File: config.mk
export PLATFORM = sky130hd
export DESIGN_NAME = blink_detector
export DESIGN_NICKNAME = d
export VERILOG_FILES = /design/src/rtl/blink_detector.sv
export SDC_FILE = /design/constraint.sdc
export NUM_CORES = 1
export LEC_CHECK = 0
export CORE_ASPECT_RATIO = 1.5
export CORE_UTILIZATION = 50
export DETAILED_ROUTE_END_ITERATION = 6
export GPL_TIMING_DRIVEN = 1
export PLACE_DENSITY = 0.76
export SYNTH_ARGS = -nofsm -noshare
export SYNTH_HDL_FRONTEND = slang
export SYNTH_SLANG_ARGS = --single-unit
File: constraint.sdc
create_clock -name clk -period 12.3 [get_ports clk]
set_clock_uncertainty 0.2 [all_clocks]
set_input_delay 1.23 -clock clk [delete_from_list [all_inputs] [get_ports clk]]
set_output_delay 1.23 -clock clk [all_outputs]
set_load 0.01 [all_outputs]
File: src/rtl/blink_detector.sv
// Measures high/low/period lengths of an asynchronous square wave, declares lock on stable periods, flags timeout.
// Optional glitch filter on the synchronized input: define BLINK_DETECTOR_GLITCH_FILTER_EN.
module blink_detector #(
    parameter  int MAX_HALF_PERIOD = 25000000,
    parameter  int TOL             = 16,
    parameter  int LOCK_COUNT      = 4,
    localparam int HW              = $clog2(MAX_HALF_PERIOD + 1)
) (
    input  logic          clk,
    input  logic          rst,
    input  logic          blink_in,
    output logic          level,
    output logic [HW-1:0] high_len,
    output logic [HW-1:0] low_len,
    output logic [HW:0]   period,
    output logic          meas_valid,
    output logic          locked,
    output logic          timeout
);

    localparam int MW = $clog2(LOCK_COUNT + 1);

    localparam logic [1:0]    ST_IDLE    = 2'd0;
    localparam logic [1:0]    ST_ACQUIRE = 2'd1;
    localparam logic [1:0]    ST_LOCKED  = 2'd2;

    localparam logic [HW-1:0] CNT_MAX   = HW'(MAX_HALF_PERIOD);
    localparam logic [MW-1:0] MATCH_MAX = MW'(LOCK_COUNT);
    localparam logic [HW:0]   TOL_P     = (HW+1)'(TOL);

    logic          sync1_reg;
    logic          sync2_reg;
    logic          din_s;
    logic          din_d_reg;

    logic [HW-1:0] cnt_reg;
    logic [1:0]    state_reg;
    logic [MW-1:0] match_reg;
    logic          have_high_reg;
    logic          have_low_reg;
    logic          first_reg;
    logic [HW:0]   prev_reg;

    logic [HW-1:0] high_len_reg;
    logic [HW-1:0] low_len_reg;
    logic [HW:0]   period_reg;
    logic          meas_valid_reg;
    logic          timeout_reg;

    always_ff @(posedge clk) begin
        if (rst) begin
            sync1_reg <= 1'b0;
            sync2_reg <= 1'b0;
        end else begin
            sync1_reg <= blink_in;
            sync2_reg <= sync1_reg;
        end
    end

`ifdef BLINK_DETECTOR_GLITCH_FILTER_EN
    // sync1 is the next synchronizer output, so the four-sample window costs only 3 extra cycles
    logic [1:0] hist_reg;
    logic       filt_reg;

    always_ff @(posedge clk) begin
        if (rst) begin
            hist_reg <= 2'b00;
            filt_reg <= 1'b0;
        end else begin
            hist_reg <= {hist_reg[0], sync2_reg};
            if (sync1_reg == sync2_reg && sync2_reg == hist_reg[0] && hist_reg[0] == hist_reg[1])
                filt_reg <= sync1_reg;
        end
    end

    assign din_s = filt_reg;
`else
    assign din_s = sync2_reg;
`endif

    logic          edge_det;
    logic          sat;
    logic [HW:0]   new_period;
    logic [HW:0]   diff;
    logic          is_match;
    logic [MW-1:0] match_inc;

    assign edge_det   = din_s ^ din_d_reg;
    assign sat        = (cnt_reg == CNT_MAX);
    assign new_period = {1'b0, high_len_reg} + {1'b0, cnt_reg};
    assign diff       = (new_period >= prev_reg) ? (new_period - prev_reg) : (prev_reg - new_period);
    assign is_match   = (diff <= TOL_P);
    assign match_inc  = (match_reg == MATCH_MAX) ? MATCH_MAX : (match_reg + 1'b1);

    always_ff @(posedge clk) begin
        if (rst) begin
            din_d_reg      <= 1'b0;
            cnt_reg        <= '0;
            state_reg      <= ST_IDLE;
            match_reg      <= '0;
            have_high_reg  <= 1'b0;
            have_low_reg   <= 1'b0;
            first_reg      <= 1'b0;
            prev_reg       <= '0;
            high_len_reg   <= '0;
            low_len_reg    <= '0;
            period_reg     <= '0;
            meas_valid_reg <= 1'b0;
            timeout_reg    <= 1'b0;
        end else begin
            din_d_reg      <= din_s;
            meas_valid_reg <= 1'b0;

            if (edge_det)
                cnt_reg <= HW'(1);
            else if (!sat)
                cnt_reg <= cnt_reg + 1'b1;

            // an edge on the saturation cycle wins over the timeout
            if (edge_det) begin
                if (state_reg == ST_IDLE) begin
                    state_reg   <= ST_ACQUIRE;
                    timeout_reg <= 1'b0;
                    first_reg   <= 1'b1;
                end else if (din_s) begin
                    low_len_reg  <= cnt_reg;
                    have_low_reg <= 1'b1;
                    if (have_high_reg && have_low_reg) begin
                        period_reg     <= new_period;
                        meas_valid_reg <= 1'b1;
                        prev_reg       <= new_period;
                        first_reg      <= 1'b0;
                        if (first_reg) begin
                            match_reg <= '0;
                        end else if (is_match) begin
                            match_reg <= match_inc;
                            if (match_inc == MATCH_MAX)
                                state_reg <= ST_LOCKED;
                        end else begin
                            match_reg <= '0;
                            state_reg <= ST_ACQUIRE;
                        end
                    end
                end else begin
                    high_len_reg  <= cnt_reg;
                    have_high_reg <= 1'b1;
                end
            end else if (sat) begin
                timeout_reg   <= 1'b1;
                state_reg     <= ST_IDLE;
                match_reg     <= '0;
                have_high_reg <= 1'b0;
                have_low_reg  <= 1'b0;
                first_reg     <= 1'b0;
            end
        end
    end

    assign level      = din_s;
    assign high_len   = high_len_reg;
    assign low_len    = low_len_reg;
    assign period     = period_reg;
    assign meas_valid = meas_valid_reg;
    assign locked     = (state_reg == ST_LOCKED);
    assign timeout    = timeout_reg;

endmodule
After elaboration in Yosys (flattened, before gate mapping)
Cells that the tools add are included.
{"block": "totals", "input_bits": 3, "out_inout_bits": 80, "register_bits": 114, "elab_cells": 88}
{"block": "classes", "n_eq_ne": 14, "muxes": 34, "n_bitwise": 4, "magnitude_cmp": 2, "n_reduce_logical": 14, "addsub": 5}
{"operator": "26-bit subtractor", "n": 2}
{"operator": "25-bit by 25-bit adder with 26-bit output", "n": 1}
{"operator": "26-bit greater-or-equal comparator", "n": 1}
{"operator": "26-bit by 5-bit <= comparator with 1-bit output (second input constant)", "n": 1}
{"operator": "26-bit two-way mux", "n": 1}
{"operator": "25-bit by 1-bit adder with 25-bit output (second input constant)", "n": 1}
{"operator": "25-bit equality test (second input constant)", "n": 1}
{"operator": "3-bit two-way mux", "n": 8}
{"operator": "1-bit two-way mux", "n": 17}
{"operator": "2-bit two-way mux", "n": 8}
{"operator": "3-bit AND reduction", "n": 5}
{"operator": "2-bit inequality test (second input constant)", "n": 4}
{"operator": "4-bit AND reduction", "n": 2}
{"operator": "3-bit equality test (second input constant)", "n": 2}
{"operator": "3-bit by 2-bit inequality test with 1-bit output (second input constant)", "n": 2}
{"operator": "5-bit AND reduction", "n": 1}
{"operator": "2-bit by 1-bit inequality test with 1-bit output (second input constant)", "n": 2}
{"operator": "4-bit by 2-bit inequality test with 1-bit output (second input constant)", "n": 1}
{"operator": "4-bit OR reduction", "n": 1}
{"operator": "3-bit by 1-bit adder with 3-bit output (second input constant)", "n": 1}
{"operator": "3-bit by 1-bit inequality test with 1-bit output (second input constant)", "n": 1}
{"operator": "1-bit inverter", "n": 3}
{"operator": "2-bit equality test (second input constant)", "n": 1}
{"operator": "2-bit logical NOT", "n": 1}
{"operator": "5 further kinds", "n": 5}

Logic depth before layout (Yosys ltp)
{"block": "logic_depth", "depth_word": 10, "depth_mapped": 26, "mapped_depth_nobuf": 25}

Worst setup path before layout
No wires, ideal clock.
{"block": "synth_timing", "kind": "register to register", "from": "register cnt_reg[0]", "to": "register state_reg[1]", "path_stages_with_launch": 26, "period_less_slack_ps": 5764, "setup_ps": 100, "path_slack_ps": 6536, "arrival_time_ps": 5465, "t_required_ps": 12000, "path_buffers": 1, "path_cell_list": "dfxtp_1 -> ha_1 -> fa_1 -> a211o_1 -> a21oi_1 -> o31ai_1 -> o21ai_0 -> a21oi_1 -> a221o_1 -> a41o_1 -> o21ai_0 -> nand2b_1 -> xnor2_1 -> inv_1 -> ha_1 -> a21o_1 -> a221oi_2 -> o21ai_1 -> or3_4 -> buf_6 -> mux2i_1 -> xor2_1 -> a221oi_2 -> nor4_4 -> nand4_4 -> a2111oi_4"}
{"block": "synth_via", "elab_chain_len": 10, "elab_cells_between_ends": 16, "cone_classes": "add/sub: 3; order compare: 2; eq/ne: 2; mux: 7; reduce/logical: 2"}
{"element": "start: declaration", "line": "36", "source": "logic [HW-1:0] cnt_reg;"}
{"element": "start signal: assignment", "line": "117", "source": "cnt_reg <= cnt_reg + 1'b1;"}
{"element": "25-bit by 25-bit adder with 26-bit output (*)", "line": "90", "source": "assign new_period = {1'b0, high_len_reg} + {1'b0, cnt_reg};"}
{"element": "via new_period[24]", "line": "83", "source": "logic [HW:0] new_period;"}
{"element": "26-bit subtractor / 26-bit greater-or-equal comparator (equally long branches)", "line": "91", "source": "assign diff = (new_period >= prev_reg) ? (new_period - prev_reg) : (prev_reg - new_period);"}
{"element": "26-bit two-way mux (*)", "line": "91"}
{"element": "26-bit by 5-bit <= comparator with 1-bit output (*)", "line": "92", "source": "assign is_match = (diff <= TOL_P);"}
{"element": "2-bit two-way mux", "line": "135", "source": "end else if (is_match) begin"}
{"element": "2-bit two-way mux", "line": "133", "source": "if (first_reg) begin"}
{"element": "2-bit two-way mux", "line": "128", "source": "if (have_high_reg && have_low_reg) begin"}
{"element": "2-bit two-way mux", "line": "125", "source": "end else if (din_s) begin"}
{"element": "2-bit two-way mux", "line": "121", "source": "if (state_reg == ST_IDLE) begin"}
{"element": "2-bit two-way mux", "line": "120", "source": "if (edge_det) begin"}
{"element": "end signal: assignment", "line": "122", "source": "state_reg <= ST_ACQUIRE;"}
{"element": "end signal: assignment", "line": "138", "source": "state_reg <= ST_LOCKED;"}
{"element": "end signal: assignment", "line": "141", "source": "state_reg <= ST_ACQUIRE;"}
{"element": "end: declaration", "line": "37", "source": "logic [1:0] state_reg;"}
Mark *: on every way through the listed nets, which the timed path passes. The rest lies on a longest branch. The select of a mux whose other input is x is not followed.
A chain may end at the register's enable or synchronous reset.

Final worst setup path
Same ends and word-level chain as after synthesis.

==> metrics.txt <==
HP Class=reg -> reg; Routed Antenna Nets=0; YS warnings=0; setup bufs post-CTS=0; # diodes=0; Netlist cell types=81; first-pass GRT wire length=~39000 microns; Worst path slowest cell=nor3_2; DR WL/cell=roughly 17 microns; initial DRC count=372; async set-reset flop share out of synthesis=0%; # setup viols final=0; Max Root-Sink Buffers=2; critical path's largest stage delay=roughly 560 ps; fin nets=~1.3k; DIE AREA=about 0.018 sq mm; WP buf/inv=1; GR Overflow Total=0; dpl ws=5719 ps; share of cells above drive strength 1=under 10%; global-route usage over all layers=around 28%; largest net degree at the start of global routing=83; Mapped Area=0.008499 sq mm; RSZ-0062 raised after global routing=false; area grow syn2layout=17.43%; most frequent cell after synthesis=nand2_1; initial antenna violation count=0; Post-synth EDFFs=0; CP max FO=9; Syn Inst Count=roughly 1.1k; Levels on crit path=24; Port Buf Inserts=slightly above 80; CP top delay family=compound AO/OA/AOI/OAI gates; Psw=0.2907 mW; Slew @ Worst Pin=973.1 ps; most frequent cells after synthesis=nand2_1 (204), a21oi_1 (157), dfxtp_1 (114); htree depth=4; Slew headroom=a little over a third; final setup TNS=0 ps; fmax=roughly 150 MHz; Synth Net Count=1212; Synth area leaders=dfxtp_1 (27%), ha_1 (12%), a21oi_1 (9.2%); CP Capture Type=flop; sequential share of the synthesized area=approximately 27%; Worst-path clk slew=about 60 ps; Clock Sinks=~110; min cycle time layout=about 6700 ps; Slew Viols, Final=0; Hold-fix buffers, CTS=0; Leakage=3.974 nW; Net Sw Frac=29.20%; cell accounting for the most synthesized area=dfxtp_1; core area=0.01669 sq mm; Worst-Skew Late Latency=between 400 and 500 ps; CTS Root Buffer Type=clkbuf_16; TritonCTS clock tree=yes; detailed-placement wirelength estimate=18140 microns; critical-path cell list=ha_1, fa_1, a211o_1, a21oi_1, o31ai_1, o21ai_0, a21oi_1, a221o_1, a41o_1, o21ai_0, nand2b_1, xnor2_1, inv_1, ha_1, a21o_1, a221oi_2, o21ai_1, nor3_2, mux2i_1, xnor2_1, a221oi_2, nor4_4, nand4_4, a2111oi_4; max reg flops=26; pwr dens=roughly 100 mW/mm^2; Max Cap Viol=0; Yosys top cell area share=a little over a quarter; io pins=between 80 and 90; vias in the first global route=slightly below 8k; internal power=around 0.70 mW; die height=161.7 microns; row count=58; starting density of the core=50.92%; Final Wtd Congestion=slightly above 0.9; worst setup path class=reg -> reg; WL final=between 20000 and 25000 microns; Seq pwr share=between 30% and 40%; Die W=about 110 microns; predominant post-synthesis flop cell=dfxtp_1; filler cell count=1525; Worst setup SP type=flop; post-CTS sizing=0; via count=approximately 8.3k; Reg2Reg Depth=24; clock group share of total power=about 50%; Inserted Clock Buffers=17; WHS Path Cells=1; final hold vios=0; combinational power share=around an eighth; Syn Area/Cell=7.548 sq um; # DRC=0; final worst slack=~5600 ps; post-synthesis register bit count=~110; Pre-antenna DRT Iters=5; outcome=complete, no violations; DR vias/cell=between 5 and 6; CP arrival=6810 ps; Peak supply drop=~0.095 mV; final worst-path cycle share=between 50% and 60%; worst path required time=12430 ps
==> path summary, 6_finish.rpt <==
check / slack, ps / from / endpoint
setup / recovery: 5620 / cnt_reg[0] / state_reg[1]
hold / removal: 240 / sync1_reg / level
setup reg to reg: 5620 / cnt_reg[0] / state_reg[1]
hold reg to reg: 240 / sync1_reg / level
==> routing by layer <==
layer,vias up,track usage (%),share of wire [%]
met5,-,0,0
met4,0,15.91,4.8
met3,88,4.053,4.4
met2,270,50.32,51
met1,3864,30.86,39
li1,4039,-,-
==> power groups by stage <==
stage	Combinational [mW]	Sequential (mW)	Clock, mW
final	0.126	0.374	0.495
after global routing	0.135	0.374	0.512
after CTS	0.124	0.374	0.499
after detailed placement	0.122	0.382	0
after global placement	0.122	0.382	0
after floorplan	0.0984	0.381	0
==> layout make-up <==
cell class	count	area (sq um)	share of cell area, %
multi-input cells	886	5718	57.29
clock inverters	15	147.6	1.479
inverters	75	281.5	2.821
repair buffers	88	863.3	8.650
flip-flops and latches	114	2282	22.87
well taps	210	262.8	2.633
clock buffers	17	425.4	4.262
==> through the flow <==
step | std cells | utilization (%) | instance area (sq um) | hold slack, ps | power, mW
finish | 1405 | 59.80 | 9981 | 236.7 | 0.9955
global placement | 1373 | 56.36 | 9408 | 217.1 | 0.5039
CTS | 1405 | 59.80 | 9981 | 243.3 | 0.9971
floorplan | 1126 | - | 8499 | 213.8 | 0.4797
global route | 1405 | 59.80 | 9981 | 262.6 | 1.022
detailed placement | 1373 | 56.36 | 9408 | 228.1 | 0.5047
==> worst reg2reg max path, delay by kind of cell, from the launching register on <==
family | cells | cell delay, ps
mux | 1 | 350
simple gates | 4 | 1190
buf+inv | 1 | 80
flops | 1 | 390
xor+xnor | 2 | 420
fa+ha+maj | 3 | 1020
compound gates | 13 | 2940
==> cell families (layout without fill, tap and decap cells) <==
| kind of cell | count (synthesis) | in the layout | share of synthesized area, % |
|---|---|---|---|
| AO/OA/AOI/OAI | 327 | 327 | 25.42 |
| multiplexers | 7 | 7 | 0.8244 |
| adder cells (fa/ha/maj) | 83 | 83 | 12.31 |
| buffers and inverters | 126 | 195 | 5.991 |
| XOR/XNOR | 63 | 63 | 6.492 |
| flip-flops | 114 | 114 | 26.85 |
| AND/OR/NAND/NOR | 406 | 406 | 22.11 |
==> cells in the final DEF, fill, tap and decap left out, types with 17 or more instances in the layout <==
cell type	synthesis	layout
a21o_1	22	22
a21oi_1	157	157
inv_1	75	75
o21ai_0	46	46
xor2_1	31	31
xnor2_1	32	32
nand4_1	19	19
clkdlybuf4s50_1	0	81
nand2_1	204	204
clkbuf_16	0	17
dfxtp_1	114	114
nor2_1	76	76
ha_1	82	82
(Power assumes the default switching activity.)
==> edit (same settings) <==
Add a define of `BLINK_DETECTOR_GLITCH_FILTER_EN`.
--- a/src/rtl/blink_detector.sv
+++ b/src/rtl/blink_detector.sv
@@ -1,4 +1,6 @@
 // Measures high/low/period lengths of an asynchronous square wave, declares lock on stable periods, flags timeout.
 // Optional glitch filter on the synchronized input: define BLINK_DETECTOR_GLITCH_FILTER_EN.
+`define BLINK_DETECTOR_GLITCH_FILTER_EN
+
 module blink_detector #(
     parameter  int MAX_HALF_PERIOD = 25000000,
Function: changed (a bounded check fails within 4 cycles, from zero or initial values and one cycle with rst high).
==> edit against the unedited design <==
Area after synthesis grew 1.0%; synthesized cell count grew 3.7%; worst hold slack gained 0.017 ns; routed wire length grew 3.9%; combinational power shrank 24%; global-route usage grew 1.0 points; worst setup slack lost 0.23 ns; sequential cell count grew 3; total power shrank 2.8%; cell area grew 0.79%; largest cell class unchanged; highest routed layer unchanged.
==> edit: results (changes against the unedited design) <==
INFO  metric outcome = finished clean
INFO  metric syn_nets = 1,254 (+3.5%)
INFO  metric grtUsageTotal = 29.04% (+1.0 points)
INFO  metric layout.filler_cells = 1,520 (-0.33%)
INFO  metric critical-path-max-stage-delay = 0.52 ns (-0.04 ns)
INFO  metric postRouteWirelength = 25,170 um (+3.9%)
INFO  metric dp_hpwl = 18,790 um (+3.6%)
INFO  metric layout-drive-gt1-share = 4.453% (-1.7 points)
INFO  metric start_util = 51.22% (+0.30 points)
INFO  metric finalNetCount = 1,308 (+3.2%)
INFO  metric regToRegEndpoint = match_reg[0]
INFO  metric yosys.area_share.adder = 12.18% (-0.13 points)
INFO  metric via_count_of_the_first_global_routing_pass = 8,103 (+3.2%)
INFO  metric p_leak = 4.181 nW (+5.2%)
INFO  metric r2r_setup_slack = 5.39 ns (-0.23 ns)
INFO  metric worst-endpoint-arrival = 7.05 ns (+0.24 ns)
INFO  metric via_count_of_the_routed_design = 8,461 (+2.4%)
INFO  metric gp_congestion = 0.9585 (+2.9%)
INFO  metric postSynthCellCount = 1,168 (+3.7%)
INFO  metric critical_path.slowest_cell = sky130_fd_sc_hd__nand3_1
INFO  metric post_dp_cell_area = 9484 um^2 (+0.81%)
INFO  metric postSynth.asyncResetShare = 0% (unchanged)
INFO  metric synth-seq-area-share = 27.28% (+0.43 points)
INFO  metric drt_iter0_markers = 509 (+37%)
INFO  metric hold_end = low_len[4]
INFO  metric worst-slew-pin-transition = 0.8979 ns (-0.07524 ns)
INFO  metric grt.met1_usage = 31.67% (+0.81 points)
INFO  metric grt_start_max_net_pins = 59 (-29%)
INFO  metric grtUsageMet3 = 3.762% (-0.29 points)
INFO  metric synth_mux_area_share = 1.282% (+0.46 points)
INFO  metric place_worst_setup_slack = 5.517 ns (-0.2020 ns)
INFO  metric globalRouteMet2Util = 52.52% (+2.2 points)
INFO  metric timing.hold.worst.start = low_len[4]
INFO  metric hold_path_depth = 2 (+1)
INFO  metric synth.top_cells.by_area = sky130_fd_sc_hd__dfxtp_1 (27%), sky130_fd_sc_hd__ha_1 (12%), sky130_fd_sc_hd__nand2_1 (9.0%), sky130_fd_sc_hd__a21oi_1 (8.9%), sky130_fd_sc_hd__inv_1 (3.6%)
INFO  metric synth_compound_area_share = 24.25% (-1.2 points)
INFO  metric synthFlopType = sky130_fd_sc_hd__dfxtp_1
INFO  metric synthDistinctLibCells = 70 (-14%)
INFO  metric grt_first_pass_wirelength = 40,190 um (+3.8%)
INFO  metric synth_top_cells_by_count = sky130_fd_sc_hd__nand2_1 (206), sky130_fd_sc_hd__a21oi_1 (152), sky130_fd_sc_hd__dfxtp_1 (117), sky130_fd_sc_hd__inv_1 (83), sky130_fd_sc_hd__ha_1 (82)
INFO  metric final.hold.worst_slack = 0.2533 ns (+0.01663 ns)
INFO  metric post_synth_xor_area_fraction = 5.916% (-0.58 points)
INFO  metric irDropWorstVdd = 0.08552 mV (-10%)
INFO  metric viasPerCell = 5.855 (-0.41%)
-- edit: per-layer routing --
layer	share of wire, %	routed length (um)	vias to the layer above
met2	52	12990	250
met5	0	0	-
li1	-	-	4177
met3	4.4	1107	92
met4	4.7	1193	0
met1	39	9883	3942
-- edit: worst max-delay path by stage --
stage                 from      endpoint  slack (ns)  cells after the start
2_1_floorplan  high_len[0]  match_reg[0]        6.53                     28
3_3_place_gp    cnt_reg[2]  match_reg[0]        5.76                     24
3_5_place_dp    cnt_reg[2]  match_reg[0]        5.52                     24
4_1_cts         cnt_reg[2]  match_reg[0]        5.47                     24
5_1_grt         cnt_reg[2]  match_reg[0]        4.73                     24
6_report        cnt_reg[2]  match_reg[0]        5.39                     24
-- edit: power breakdown --
group | internal [mW] | leakage [nW] | switching, mW | total [mW]
logic | 0.0372 | 2.97 | 0.0589 | 0.0961
clock network | 0.290 | 0.272 | 0.200 | 0.490
registers | 0.380 | 0.943 | 0.00177 | 0.382
total | 0.708 | 4.18 | 0.260 | 0.968
-- edit: layout make-up --
cell class              count  area (um^2)  share of cell area (%)
clock buffers              19        452.9                   4.503
clock inverters            13        122.6                   1.219
inverters                  83        311.5                   3.097
multi-input cells         916         5714                   56.80
flip-flops and latches    117         2342                   23.28
well taps                 210        262.8                   2.612
repair buffers             87        853.3                   8.483
-- edit: logic make-up (layout without fill, tap and decap cells) --
logic type | Yosys count | in the layout
AO/OA/AOI/OAI | 340 | 340
adder cells (fa/ha/maj) | 83 | 83
multiplexers | 11 | 11
buffers and inverters | 135 | 202
flip-flops | 117 | 117
XOR/XNOR | 58 | 58
AND/OR/NAND/NOR | 424 | 424
